[src/rtl/uart_tx_port_pkg.sv]
// Shared definitions for the UART transmitter port: bus addresses,
// control/status bit positions and the TX state encoding.
package uart_tx_port_pkg;

    localparam logic [31:0] ADDR_TXD_DEF = 32'h4000_0018;
    localparam logic [31:0] ADDR_CON_DEF = 32'h4000_0020;

    localparam int CON_IEN  = 0;
    localparam int CON_DONE = 1;
    localparam int CON_FULL = 2;
    localparam int CON_BUSY = 3;
    localparam int CON_OVF  = 4;

    typedef enum logic [1:0] {
        IDLE  = 2'd0,
        START = 2'd1,
        DATA  = 2'd2,
        STOP  = 2'd3
    } tx_state_t;

endpackage

[src/rtl/uart_tx_port_if.sv]
// MEM-stage load/store bus as seen by a memory-mapped peripheral.
interface uart_tx_port_if;
    logic        rd;
    logic        wr;
    logic [31:0] addr;
    logic [31:0] wdata;
    logic [31:0] rdata;

    modport master (output rd, wr, addr, wdata, input rdata);
    modport slave  (input rd, wr, addr, wdata, output rdata);
endinterface

[src/rtl/uart_tx_fifo.sv]
// Byte FIFO, first-word-fall-through; a pop on a full FIFO makes room for
// a push in the same cycle.
module uart_tx_fifo #(
    parameter int DEPTH = 4
) (
    input  logic                       clk,
    input  logic                       reset,
    input  logic                       push,
    input  logic                       pop,
    input  logic [7:0]                 din,
    output logic [7:0]                 dout,
    output logic                       full,
    output logic                       empty,
    output logic [$clog2(DEPTH):0]     count
);
    localparam int AW = $clog2(DEPTH);
    localparam int CW = AW + 1;

    logic [7:0]    mem [DEPTH];
    logic [AW-1:0] wp, rp;
    logic          do_push, do_pop;

    assign do_pop  = pop && !empty;
    assign do_push = push && (!full || do_pop);
    assign full    = (count == CW'(DEPTH));
    assign empty   = (count == '0);
    assign dout    = mem[rp];

    always_ff @(posedge clk or negedge reset) begin
        if (!reset) begin
            wp    <= '0;
            rp    <= '0;
            count <= '0;
        end else begin
            if (do_push) wp <= wp + 1'b1;
            if (do_pop)  rp <= rp + 1'b1;
            count <= count + CW'(do_push) - CW'(do_pop);
        end
    end

    always_ff @(posedge clk) begin
        if (do_push) mem[wp] <= din;
    end
endmodule

[src/rtl/uart_tx_port.sv]
// Memory-mapped 8N1 UART transmitter: TXD writes queue bytes, CON holds
// interrupt enable, sticky done/overflow flags and live status.
module uart_tx_port
    import uart_tx_port_pkg::*;
#(
    parameter int          CLKS_PER_BIT = 5208,
    parameter int          FIFO_DEPTH   = 4,
    parameter logic [31:0] ADDR_TXD     = ADDR_TXD_DEF,
    parameter logic [31:0] ADDR_CON     = ADDR_CON_DEF
) (
    input  logic          clk,
    input  logic          reset,
    uart_tx_port_if.slave bus,
    output logic          irq,
    output logic          uart_tx
);
    localparam int BW = $clog2(CLKS_PER_BIT);
    localparam logic [BW-1:0] BAUD_LAST = BW'(CLKS_PER_BIT - 1);

    logic txd_wr, con_wr, con_rd;
    logic fifo_pop, fifo_full, fifo_empty, drop, busy;
    logic [7:0] fifo_dout;
    logic [$clog2(FIFO_DEPTH):0] fifo_count;
    logic ien, done, ovf;
    logic [31:0] con_val;

    tx_state_t   state, state_nxt;
    logic [BW-1:0] baud_cnt, baud_nxt;
    logic [2:0]  bit_idx, bit_nxt;
    logic [7:0]  shift, shift_nxt;
    logic        tx_nxt, frame_done, baud_end;

    assign txd_wr = bus.wr && (bus.addr == ADDR_TXD);
    assign con_wr = bus.wr && (bus.addr == ADDR_CON);
    assign con_rd = bus.rd && (bus.addr == ADDR_CON);
    assign drop   = txd_wr && fifo_full && !fifo_pop;

    uart_tx_fifo #(.DEPTH(FIFO_DEPTH)) u_fifo (
        .clk   (clk),
        .reset (reset),
        .push  (txd_wr),
        .pop   (fifo_pop),
        .din   (bus.wdata[7:0]),
        .dout  (fifo_dout),
        .full  (fifo_full),
        .empty (fifo_empty),
        .count (fifo_count)
    );

    assign baud_end = (baud_cnt == BAUD_LAST);

    // tx_nxt is decoded from the current state, so the line trails the FSM by one cycle
    always_comb begin
        state_nxt  = state;
        baud_nxt   = baud_end ? '0 : baud_cnt + 1'b1;
        bit_nxt    = bit_idx;
        shift_nxt  = shift;
        fifo_pop   = 1'b0;
        frame_done = 1'b0;
        tx_nxt     = 1'b1;
        case (state)
            IDLE: begin
                baud_nxt = '0;
                if (!fifo_empty) begin
                    fifo_pop  = 1'b1;
                    shift_nxt = fifo_dout;
                    state_nxt = START;
                end
            end
            START: begin
                tx_nxt = 1'b0;
                if (baud_end) begin
                    state_nxt = DATA;
                    bit_nxt   = '0;
                end
            end
            DATA: begin
                tx_nxt = shift[0];
                if (baud_end) begin
                    if (bit_idx == 3'd7) begin
                        state_nxt = STOP;
                    end else begin
                        shift_nxt = shift >> 1;
                        bit_nxt   = bit_idx + 3'd1;
                    end
                end
            end
            STOP: begin
                tx_nxt = 1'b1;
                if (baud_end) begin
                    state_nxt  = IDLE;
                    frame_done = 1'b1;
                end
            end
            default: state_nxt = IDLE;
        endcase
    end

    always_ff @(posedge clk or negedge reset) begin
        if (!reset) begin
            state    <= IDLE;
            baud_cnt <= '0;
            bit_idx  <= '0;
            shift    <= '0;
            uart_tx  <= 1'b1;
        end else begin
            state    <= state_nxt;
            baud_cnt <= baud_nxt;
            bit_idx  <= bit_nxt;
            shift    <= shift_nxt;
            uart_tx  <= tx_nxt;
        end
    end

    // Setting a flag beats clearing it in the same cycle so no event is lost
    always_ff @(posedge clk or negedge reset) begin
        if (!reset) begin
            ien  <= 1'b0;
            done <= 1'b0;
            ovf  <= 1'b0;
        end else begin
            if (con_wr) ien <= bus.wdata[CON_IEN];
            if (frame_done)  done <= 1'b1;
            else if (con_rd) done <= 1'b0;
            if (drop)                              ovf <= 1'b1;
            else if (con_wr && bus.wdata[CON_OVF]) ovf <= 1'b0;
        end
    end

    assign busy = (state != IDLE) || (fifo_count != '0);

    always_comb begin
        con_val           = '0;
        con_val[CON_IEN]  = ien;
        con_val[CON_DONE] = done;
        con_val[CON_FULL] = fifo_full;
        con_val[CON_BUSY] = busy;
        con_val[CON_OVF]  = ovf;
    end

    assign bus.rdata = (reset && con_rd) ? con_val : 32'h0;
    assign irq       = ien && done;
endmodule
[src/flat_wrapper.sv]
// flat-port wrapper written by rule: the top's interface ports become plain ports
module uart_tx_port_flat import uart_tx_port_pkg::*;
#(
    parameter int          CLKS_PER_BIT = 5208,
    parameter int          FIFO_DEPTH   = 4,
    parameter logic [31:0] ADDR_TXD     = ADDR_TXD_DEF,
    parameter logic [31:0] ADDR_CON     = ADDR_CON_DEF
)
  (clk, reset, irq, uart_tx, bus_rd, bus_wr, bus_addr, bus_wdata, bus_rdata);
  uart_tx_port_if bus_i ();
  input  logic clk;
  input  logic reset;
  output logic irq;
  output logic uart_tx;
  input wire logic [$bits(bus_i.rd)-1:0] bus_rd;
  input wire logic [$bits(bus_i.wr)-1:0] bus_wr;
  input wire logic [$bits(bus_i.addr)-1:0] bus_addr;
  input wire logic [$bits(bus_i.wdata)-1:0] bus_wdata;
  output wire logic [$bits(bus_i.rdata)-1:0] bus_rdata;
  assign bus_i.rd = bus_rd;
  assign bus_i.wr = bus_wr;
  assign bus_i.addr = bus_addr;
  assign bus_i.wdata = bus_wdata;
  assign bus_rdata = bus_i.rdata;
  uart_tx_port #(.CLKS_PER_BIT(CLKS_PER_BIT), .FIFO_DEPTH(FIFO_DEPTH), .ADDR_TXD(ADDR_TXD), .ADDR_CON(ADDR_CON)) u_core (.clk(clk), .reset(reset), .bus(bus_i), .irq(irq), .uart_tx(uart_tx));
endmodule
[config.mk]
export PLATFORM = sky130hd
export DESIGN_NAME = uart_tx_port_flat
export DESIGN_NICKNAME = d
export VERILOG_FILES = /design/src/rtl/uart_tx_port_pkg.sv /design/src/rtl/uart_tx_port_if.sv /design/src/rtl/uart_tx_fifo.sv /design/src/rtl/uart_tx_port.sv /design/src/flat_wrapper.sv
export SDC_FILE = /design/constraint.sdc
export NUM_CORES = 1
export LEC_CHECK = 0
export ABC_AREA = 1
export CAP_MARGIN = 15
export CORE_MARGIN = 3
export CORE_UTILIZATION = 38
export CTS_BUF_LIST = sky130_fd_sc_hd__clkbuf_4
export CTS_CLUSTER_SIZE = 30
export DETAILED_ROUTE_END_ITERATION = 8
export MAX_ROUTING_LAYER = met4
export PLACE_DENSITY = 0.73
export SYNTH_ARGS = -nofsm -noshare
export SYNTH_HDL_FRONTEND = slang
export SYNTH_SLANG_ARGS = --single-unit
export TNS_END_PERCENT = 100
[constraint.sdc]
create_clock -name clk -period 3 [get_ports clk]
set_input_delay 0.6 -clock clk [delete_from_list [all_inputs] [get_ports clk]]
set_output_delay 0.6 -clock clk [all_outputs]
set_load 0.005 [all_outputs]
==> impl_summary.txt <==
----------------------------------------------------
[Min path]
  Worst min-delay path category ... in -> async

[Global route]
  Via count of the first global-routing pass ... approximately 2800
  All-Layer GR Usage ... 0.146
  Antenna violations before repair ... 0
  Grt met3 use ... 0.0317
  Met1 routing resource usage after global routing ... 0.171
  Global route total overflow ... 0
  Global-route wire length before repair ... between 10000 and 15000 um
  Pin count of the biggest net entering global routing ... 38
  Routing usage on met2 ... 0.247
  Layer with the highest usage after global routing ... met2

[Yosys]
  Register bit total from synthesis ... 69
  Cell area after technology mapping ... roughly 3700 um2
  Area share of and/or/nand/nor cells after synthesis ... 0.272
  Ys async rst share ... 0.536
  Yosys Warn Count ... 0
  Xor-xnor portion of the synthesized cell area ... 0.0143
  Leading post-synthesis cells by cell area ... sky130_fd_sc_hd__edfxtp_1, sky130_fd_sc_hd__dfrtp_1, sky130_fd_sc_hd__nand2_1
  Yosys cell types ... 34
  EDFF count, synth ... 32
  Adder-cell area share of the yosys netlist ... 0.0530
  Complex-gate fraction of the synthesized area ... 0.0354
  Post-synthesis sequential area ratio ... 0.513
  Most frequently used flop master after synthesis ... sky130_fd_sc_hd__dfrtp_1
  Proportion of netlist area held by the largest area contributor ... 0.261
  Per-instance average area after synthesis ... approximately 8.5 um2
  Gate count of the mapped netlist ... 432
  Combinational family with the most area after synthesis ... simple AND/OR/NAND/NOR gates
  Largest area contributor in the synthesized netlist ... sky130_fd_sc_hd__edfxtp_1
  Multiplexer share of the synthesized area ... 0

[Finish]
  Sequential Area ... 1890 um2
  Area occupied by multi-input gates ... roughly 1500 um2
  ANT cells ... 0
  Fill count ... around 900
  Fraction of final layout cells with drive strength greater than 1 ... 0.0813
  Layout Nets ... ~580
  Growth of design area from synthesis to finish ... 21.9%
  Non-filler instance count after layout ... approximately 630

[Critical path]
  Crit Path Category ... in -> out
  Endpoint class of the critical path ... primary output
  CP Data Required Time ... 2.40 ns
  Worst setup slack for register-to-register paths ... 0.66 ns
  Startpoint kind of the worst setup timing path ... input port
  Arrival time of the worst setup path ... between 2 and 2.5 ns
  Critical path fanouts, max ... 5

[STA]
  Setup repair after global routing missed its margin ... true
  Post-route setup TNS ... 0 ns
  Number of hold violations in the final report ... 0
  Final worst slack ... between 0.09 and 0.1 ns
  Post-route clock period utilization ... 0.969
  F_max ... 344 MHz
  Fin crit period ... between 2 and 3 ns
  Setup violators final ... 0
  Clock skew ... 0.0107 ns
  Max Slew Vio Count ... 0

[Placed design]
  HPWL Detailed ... approximately 5600 um
  Number of cells after detailed placement ... 616
  Placer congestion estimate ... 0.801
  Setup Slack @ Placement ... -0.0181 ns
  Count of input and output buffers ... 50

[Floorplan]
  Standard-cell rows ... 35
  Horiz. Die Dim ... around 100 um
  IO Pins ... 102
  Core area ... 9330 um2
  Die boundary height ... roughly 100 um
  Initial core utilization ... 0.395
  Area enclosed by the die boundary ... roughly 11000 um2

[Power]
  Max IR drop VDD ... between 200 and 250 uV
  Overall power of the completed layout ... 1790 uW
  Power per Cell Area ... approximately 400 nW/um2
  Leakage ... approximately 0.0021 uW

[Outcome]
  Run status ... completed

[Route]
  Total wirelength of the detailed-routed design ... ~7400 um
  Vias per cell ... 4.57
  Number of violations reported at the end of detailed-routing iteration 0 ... about 190
  Avg WL per Cell ... between 10 and 15 um
  Detail Route Antenna Nets ... 0
  Drt drc ... 0
  Detailed-routing iteration count for the pre-antenna-repair pass ... 4
  Vias post-DR ... ~2900

[Clocking]
  Insertion delay of the later-clocked pin in the worst-skew pair ... 0.41 ns
  Number of hold buffers added after CTS ... 0
  Clock input transition at the sequential cells of the worst setup and hold paths ... roughly 0.12 ns
  Maximum level of the CTS H-tree ... 3
  Clock tree root driver cell ... sky130_fd_sc_hd__clkbuf_4
  TritonCTS clock tree ... built
  Maximum root-to-sink buffer count ... 2
  Number of clock buffers inserted by TritonCTS ... 9
  Number of sinks on the clock net ... 69

[Job]
  Number of maximum-capacitance constraint violations ... 0

----------------------------------------------------
-- path summary, 6_finish.rpt --
path	to	depth (start not counted)	start
setup / recovery	bus_rdata[2]	9	bus_addr[23]
hold / removal	u_core.baud_cnt[11]	2	reset
setup reg to reg	u_core.u_fifo.count[2]	10	u_core.state[0]
hold reg to reg	u_core.shift[4]	2	u_core.shift[4]
max in group asynchronous	u_core.uart_tx	2	reset
min in group clk	u_core.shift[4]	2	u_core.shift[4]
-- placed cells by master (no fill, tap or decap), types with 2 or more instances in the layout --
cell | synthesis | final
sky130_fd_sc_hd__nand4_1 | 5 | 5
sky130_fd_sc_hd__nand3_1 | 41 | 40
sky130_fd_sc_hd__xor2_1 | 4 | 4
sky130_fd_sc_hd__nor2_1 | 57 | 56
sky130_fd_sc_hd__nand3_2 | 1 | 2
sky130_fd_sc_hd__nand2_1 | 130 | 130
sky130_fd_sc_hd__conb_1 | 1 | 27
sky130_fd_sc_hd__clkbuf_4 | 0 | 9
sky130_fd_sc_hd__dfrtp_1 | 36 | 36
sky130_fd_sc_hd__nor2_2 | 1 | 2
sky130_fd_sc_hd__a21oi_1 | 7 | 7
sky130_fd_sc_hd__xnor2_1 | 2 | 2
sky130_fd_sc_hd__edfxtp_1 | 32 | 32
sky130_fd_sc_hd__clkinv_1 | 2 | 2
sky130_fd_sc_hd__inv_1 | 43 | 43
sky130_fd_sc_hd__o2111ai_1 | 3 | 3
sky130_fd_sc_hd__clkinv_4 | 0 | 2
sky130_fd_sc_hd__inv_6 | 0 | 3
sky130_fd_sc_hd__buf_4 | 28 | 13
sky130_fd_sc_hd__dlymetal6s2s_1 | 0 | 3
sky130_fd_sc_hd__inv_2 | 2 | 2
sky130_fd_sc_hd__o21ai_0 | 5 | 5
sky130_fd_sc_hd__clkdlybuf4s50_1 | 0 | 46
sky130_fd_sc_hd__bufinv_16 | 0 | 2
sky130_fd_sc_hd__ha_1 | 14 | 14
-- registers in the layout, summed over array words and instances (netlist names) --
register	flops
u_core.u_fifo.mem	32
u_core.baud_cnt	13
u_core.shift	8
u_core.bit_idx	3
u_core.u_fifo.count	3
u_core.state	2
u_core.u_fifo.rp	2
u_core.u_fifo.wp	2
u_core.done	1
u_core.ien	1
u_core.ovf	1
u_core.uart_tx	1
-- logic make-up after synthesis --
group | count (synthesis)
flops | 69
xor+xnor | 6
other cells | 1
simple gates | 241
fa+ha+maj | 15
buf+inv | 80
compound gates | 20
-- metal layers --
| layer | vias to the layer above | wire (um) | part of all wire |
|---|---|---|---|
| li1 | 1465 | - | - |
| met1 | 1313 | 3190 | 0.43 |
| met2 | 105 | 3590 | 0.48 |
| met3 | 11 | 506 | 0.068 |
| met4 | 0 | 116 | 0.016 |
| met5 | - | 0 | 0 |
-- cell usage after synthesis (2+ instances only) --
cell type                   count
sky130_fd_sc_hd__nand3_1       41
sky130_fd_sc_hd__a21oi_1        7
sky130_fd_sc_hd__inv_2          2
sky130_fd_sc_hd__dfrtp_1       36
sky130_fd_sc_hd__nand4_1        5
sky130_fd_sc_hd__buf_4         28
sky130_fd_sc_hd__xnor2_1        2
sky130_fd_sc_hd__buf_2          2
sky130_fd_sc_hd__inv_1         43
sky130_fd_sc_hd__clkbuf_1       3
sky130_fd_sc_hd__nand2_1      130
sky130_fd_sc_hd__o21ai_0        5
sky130_fd_sc_hd__ha_1          14
sky130_fd_sc_hd__nor2_1        57
sky130_fd_sc_hd__o2111ai_1      3
sky130_fd_sc_hd__edfxtp_1      32
sky130_fd_sc_hd__clkinv_1       2
sky130_fd_sc_hd__xor2_1         4
-- metrics by stage --
step,util,hold WS [ns],area [um2]
final,0.481,0.313,4490
after global routing,0.481,0.327,4490
after CTS,0.479,0.307,4470
after detailed placement,0.460,0.459,4290
after global placement,0.460,0.455,4290
after floorplan,-,0.304,3780
-- critical path: stages --
cell and delay (ns):
sky130_fd_sc_hd__clkdlybuf4s50_1 0.42, sky130_fd_sc_hd__nor2_1 0.12, sky130_fd_sc_hd__nand2_1 0.06, sky130_fd_sc_hd__nor2_1 0.09
sky130_fd_sc_hd__nand2_1 0.10, sky130_fd_sc_hd__nor2_2 0.15, sky130_fd_sc_hd__nand3_2 0.12, sky130_fd_sc_hd__nor2_1 0.13
sky130_fd_sc_hd__clkdlybuf4s50_1 0.51
-- what timing repair did --
item	4_1_cts	5_1_grt
hold endpoints to repair	0	0
gates resized for setup	1	4
endpoints found under the setup margin	3	5
setup buffers	0	1
-- area by class of cell --
class	count	area share
flip-flops and latches	69	0.421
multi-input cells	309	0.332
inverters	47	0.0393
well taps	129	0.0360
clock buffers	9	0.0151
clock inverters	7	0.0231
repair buffers	63	0.134
-- power by group --
| part | internal, uW | leakage (uW) | switching (uW) | total [uW] |
|---|---|---|---|---|
| Combinational | 52.7 | 0.00125 | 37.0 | 89.8 |
| Sequential | 990 | 0.000752 | 0.0000180 | 990 |
| Clock | 349 | 0.0000915 | 361 | 710 |
Note: power is estimated with default switching activity, not from simulation.
